==> src/rtl/response_monitor.sv <==
// Response monitor: logs each DUT output change with a timestamp into a show-ahead FIFO.
// Optional RESP_MONITOR_DROP_CNT_EN adds a saturating drop counter output.
module response_monitor #(
    parameter int DATA_W = 8,
    parameter int DEPTH  = 16,
    parameter int TS_W   = 16
) (
    input  logic                     clk,
    input  logic                     rst,
    input  logic                     en,
    input  logic [DATA_W-1:0]        dut_out,
    input  logic                     rd_en,
    output logic                     rd_valid,
    output logic [DATA_W-1:0]        rd_data,
    output logic [TS_W-1:0]          rd_ts,
    output logic [$clog2(DEPTH):0]   count,
    output logic                     full,
`ifdef RESP_MONITOR_DROP_CNT_EN
    output logic [7:0]               drop_cnt,
`endif
    output logic                     overflow
);

    localparam int AW = $clog2(DEPTH);
    localparam int CW = AW + 1;

    logic [DATA_W-1:0] mem_d [DEPTH];
    logic [TS_W-1:0]   mem_t [DEPTH];

    logic [TS_W-1:0]   ts;
    logic [DATA_W-1:0] prev;
    logic              first;
    logic [AW-1:0]     wptr;
    logic [AW-1:0]     rptr;
    logic [CW-1:0]     cnt;
    logic              ovf;

    logic cap;
    logic pop;
    logic is_full;
    logic push;
    logic drop;

    assign cap     = en && (first || (dut_out != prev));
    assign pop     = rd_en && (cnt != '0);
    assign is_full = (cnt == CW'(DEPTH));
    // A pop on the same edge frees the slot the capture needs.
    assign push    = cap && (!is_full || pop);
    assign drop    = cap && is_full && !pop;

    always_ff @(posedge clk) begin
        if (rst) begin
            ts    <= '0;
            prev  <= '0;
            first <= 1'b1;
            wptr  <= '0;
            rptr  <= '0;
            cnt   <= '0;
            ovf   <= 1'b0;
        end else begin
            if (en) begin
                ts    <= ts + 1'b1;
                prev  <= dut_out;
                first <= 1'b0;
            end else begin
                // Re-arm so the first sample after re-enable is always logged.
                first <= 1'b1;
            end
            if (push) wptr <= wptr + 1'b1;
            if (pop)  rptr <= rptr + 1'b1;
            if (push && !pop)
                cnt <= cnt + 1'b1;
            else if (pop && !push)
                cnt <= cnt - 1'b1;
            if (drop) ovf <= 1'b1;
        end
    end

    always_ff @(posedge clk) begin
        if (!rst && push) begin
            mem_d[wptr] <= dut_out;
            mem_t[wptr] <= ts;
        end
    end

`ifdef RESP_MONITOR_DROP_CNT_EN
    always_ff @(posedge clk) begin
        if (rst)
            drop_cnt <= '0;
        else if (drop && (drop_cnt != 8'hFF))
            drop_cnt <= drop_cnt + 1'b1;
    end
`endif

    assign rd_valid = (cnt != '0);
    assign rd_data  = rd_valid ? mem_d[rptr] : '0;
    assign rd_ts    = rd_valid ? mem_t[rptr] : '0;
    assign count    = cnt;
    assign full     = is_full;
    assign overflow = ovf;

endmodule

==> config.mk <==
export PLATFORM = sky130hd
export DESIGN_NAME = response_monitor
export DESIGN_NICKNAME = d
export VERILOG_FILES = /design/src/rtl/response_monitor.sv
export SDC_FILE = /design/constraint.sdc
export NUM_CORES = 1
export LEC_CHECK = 0
export ABC_AREA = 1
export CORE_MARGIN = 3
export CORE_UTILIZATION = 35
export CTS_BUF_LIST = sky130_fd_sc_hd__clkbuf_8
export DETAILED_ROUTE_END_ITERATION = 7
export GPL_TIMING_DRIVEN = 0
export MAX_ROUTING_LAYER = met4
export PLACE_DENSITY = 0.52
export SYNTH_ARGS = -nofsm -noshare
export SYNTH_HDL_FRONTEND = slang
export SYNTH_SLANG_ARGS = --single-unit
==> constraint.sdc <==
create_clock -name clk -period 9.4 [get_ports clk]
set_input_delay 2.35 -clock clk [delete_from_list [all_inputs] [get_ports clk]]
set_output_delay 2.35 -clock clk [all_outputs]
set_load 0.02 [all_outputs]
==> impl_metrics.sql, run 1 <==
INSERT INTO impl_metrics (metric_group, metric, value, unit) VALUES
('sta', 'setup_repair_after_global_routing_missed_its_margin', 'false', ''),
('drt', 'postRouteAntennaNets', '0', ''),
('yosys', 'yosys_most_used_dff', 'edfxtp_1', ''),
('global_route', 'first_global_vias', '11320', ''),
('cts', 'clock_insertion_delay_worst_skew', '0.62', 'ns'),
('cells_and_area', 'layout.core_utilization', '41.53', '%'),
('cts', 'cts_clk_pin_slew_worst_paths', '0.06', 'ns'),
('hold_path', 'hold_path_class', 'reg2reg', ''),
('cells_and_area', 'area_growth', '16.93', '%'),
('critical_path', 'worstSetupEndpointType', 'output pin', ''),
('global_route', 'grtUsageTotal', '19.90', '%'),
('cells_and_area', 'drive_above_1_share', '11.78', '%'),
('yosys', 'ys_ff_latch', '427', ''),
('sta', 'highest_clock_rate', '0.1690', 'GHz'),
('yosys', 'synth-edff-count', '384', ''),
('yosys', 'synth.top_cell.area_share', '66.05', '%'),
('drt', 'wl_per_cell', '23.32', 'um'),
('yosys', 'yosys.cell_count.top_type', 'edfxtp_1', ''),
('sta', 'drv_slew', '0', ''),
('critical_path', 'critical_path.slowest_cell', 'clkdlybuf4s50_1', ''),
('cts', 'post_cts_resize_count', '0', ''),
('cts', 'cts.sink_count', '427', ''),
('global_route', 'grt_first_pass_wirelength', '75150', 'um'),
('critical_path', 'critPathLaunchType', 'flip-flop', ''),
('yosys', 'mean_syn_cell_area', '13.11', 'sq um'),
('yosys', 'postSynth.asyncResetShare', '0', '%'),
('sta', 'fin_crit_sh', '62.96', '%'),
('yosys', 'synth_area', '0.01746', 'sq mm'),
('critical_path', 'critical_path.max_fanout', '10', ''),
('cts', 'tritoncts', 'built', ''),
('drt', 'route.detailed.vias_per_inst', '5.212', ''),
('drt', 'met3_length', '2691', 'um'),
('placed_design', 'port_buffers', '43', ''),
('outcome', 'status', 'finished, final reports clean', ''),
('critical_path', 'crit_chain', 'buf_2, clkbuf_1, o21ai_0, o221ai_1, nand3_1, a21oi_1, clkdlybuf4s50_1', ''),
('critical_path', 'cpLargestDelayFamily', 'buffers and inverters', ''),
('drt', 'dr_total_vias', '11380', ''),
('placed_design', 'dpl_worst_slack', '3.324', 'ns'),
('sta', 'slew_headroom', '34.90', '%'),
('cts', 'cts_setup_buffers', '0', ''),
('yosys', 'yosys.cell_types.count', '30', ''),
('cts', 'h-tree-depth', '3', ''),
('critical_path', 'timing.critical_path.slowest_cell_delay', '0.69', 'ns'),
('sta', 'final.setup.worst_slack', '3.482', 'ns'),
('pwr', 'design_power_total', '5.096', 'mW'),
('critical_path', 'worstSetupPathType', 'reg2out', ''),
('yosys', 'synthesis.nets', '1356', ''),
('floorplan', 'core_area', '0.04915', 'sq mm'),
('global_route', 'grt_remaining_overflow', '0', ''),
('global_route', 'antenna_found_initial', '0', ''),
('drt', 'route.met2.wl', '24250', 'um'),
('drt', 'drt-met1-wl', '22720', 'um'),
('drt', 'detail_route.first_pass.iterations', '5', ''),
('pwr', 'power_density_over_cell_area', '249.6', 'mW/mm^2'),
('floorplan', 'die_width', '229.3', 'um'),
('pwr', 'vdd_ir_drop_max', '0.1431', 'mV'),
('sta', 'clock_skew', '0.02699', 'ns'),
('drt', 'route.detailed.drc', '0', ''),
('yosys', 'synth.yosys.warnings', '0', ''),
('sta', 'worstMarginPinSlew', '0.9742', 'ns'),
('placed_design', 'dp_hpwl', '33970', 'um'),
('cts', 'cts_made_buffers', '73', ''),
('critical_path', 'crit_required', '7.05', 'ns'),
('yosys', 'synth.largest_area_cell', 'edfxtp_1', ''),
('cts', 'cts_root_buf', 'clkbuf_8', ''),
('pwr', 'leakagePower', '6.609', 'nW'),
('floorplan', 'design.die.area', '0.05260', 'sq mm'),
('critical_path', 'worst-path-buf-inv', '3', ''),
('yosys', 'synthTopCellsByArea', 'edfxtp_1 (66%), dfxtp_1 (4.9%), o21bai_1 (4.1%)', ''),
('drt', 'detailedRoute.firstIterationViolations', '1010', ''),
('drt', 'maxUsedRoutingLayer', 'met4', '');
## per-stage QoR
step | std cells | cell area (sq um) | hold WS, ns
3_5_place_dp | 2057 | 19060 | 0.4476
2_1_floorplan | 1332 | 17460 | 0.4472
4_1_cts | 2183 | 20420 | 0.4566
6_report | 2183 | 20420 | 0.4527
5_1_grt | 2183 | 20420 | 0.4968
3_3_place_gp | 2039 | 18720 | 0.4468
## cell type report
type | count | area, sq um
Fill cell | 4538 | 28740
Sequential cell | 427 | 12390
Multi-Input combinational cell | 762 | 4492
Clock buffer | 86 | 1184
Tap cell | 664 | 830.8
Timing Repair Buffer | 61 | 671.9
Buffer | 88 | 471.7
Inverter | 55 | 206.4
Clock inverter | 40 | 167.7
## where the power goes
part / internal (mW) / switching, mW / leakage (nW)
Combinational: 0.519 / 0.888 / 2.05
Clock: 0.826 / 0.740 / 0.781
Sequential: 2.09 / 0.0303 / 3.78
Total: 3.44 / 1.66 / 6.61
## placed cells by master (no fill, tap or decap), types with 12 or more instances in the layout
| master | synthesis | layout |
|---|---|---|
| a21oi_1 | 56 | 56 |
| buf_2 | 26 | 26 |
| buf_4 | 10 | 12 |
| buf_6 | 8 | 19 |
| clkbuf_1 | 40 | 40 |
| clkbuf_8 | 0 | 86 |
| clkdlybuf4s50_1 | 0 | 43 |
| dfxtp_1 | 43 | 43 |
| edfxtp_1 | 384 | 384 |
| inv_1 | 53 | 77 |
| nand2_1 | 59 | 59 |
| nand3_1 | 61 | 61 |
| nor2_1 | 159 | 148 |
| o211ai_1 | 73 | 73 |
| o21a_1 | 73 | 73 |
| o21ai_0 | 120 | 120 |
| o21bai_1 | 96 | 96 |
| o221ai_1 | 24 | 24 |
## cells by family (layout without fill, tap and decap cells)
family	Yosys count	after routing	share of synthesized area, %
xor+xnor	8	8	0.4013
simple gates	300	300	7.181
flops	427	427	70.98
fa+ha+maj	12	12	0.9030
buf+inv	143	330	3.884
compound gates	442	442	16.65
## final timing paths
kind                    startpoint                endpoint  slack, ns  depth (start not counted)
min reg2reg  overflow$_SDFFE_PP0P_   overflow$_SDFFE_PP0P_       0.45                          2
max                      flip-flop              rd_data[7]       3.48                          7
max reg2reg  count[1]$_SDFFE_PP0P_  mem_t[6][11]$_DFFE_PP_       6.52                          8
min          overflow$_SDFFE_PP0P_   overflow$_SDFFE_PP0P_       0.45                          2
## state kept, by name, summed over array words and instances (netlist names), named ones only
name / count
wptr: 4
prev: 8
overflow: 1
first: 1
rptr: 4
mem_t: 256
ts: 16
count: 5
mem_d: 128
## worst min-delay path: cells and delay by family (launching register included)
family                 cells  cell delay [ns]
flip-flops                 1             0.30
AO/OA/AOI/OAI              1             0.06
buffers and inverters      1             0.04
## routing by layer
metal	vias to the layer above	track usage, %
met5	-	-
met4	0	6.471
met3	86	3.221
met2	338	31.60
met1	5711	26.25
li1	5242	-
Note: power is estimated with default switching activity, not from simulation.
==> run 2, diff against run 1 <==
Clock period 9.4 ns to 5.9 ns, I/O delays scaled along.
==> results of run 2 <==
Same layout as run 1 (identical final DEF). Status: finished, final reports clean.
Main changes from that run: setup slack after placement 3.324 ns -> 0.6991 ns; setup slack after layout 3.482 ns -> 0.8566 ns; register-to-register setup slack 6.52 ns -> 3.02 ns; total power 5.096 mW -> 8.119 mW; worst IR drop on VDD 0.1431 mV -> 0.2280 mV
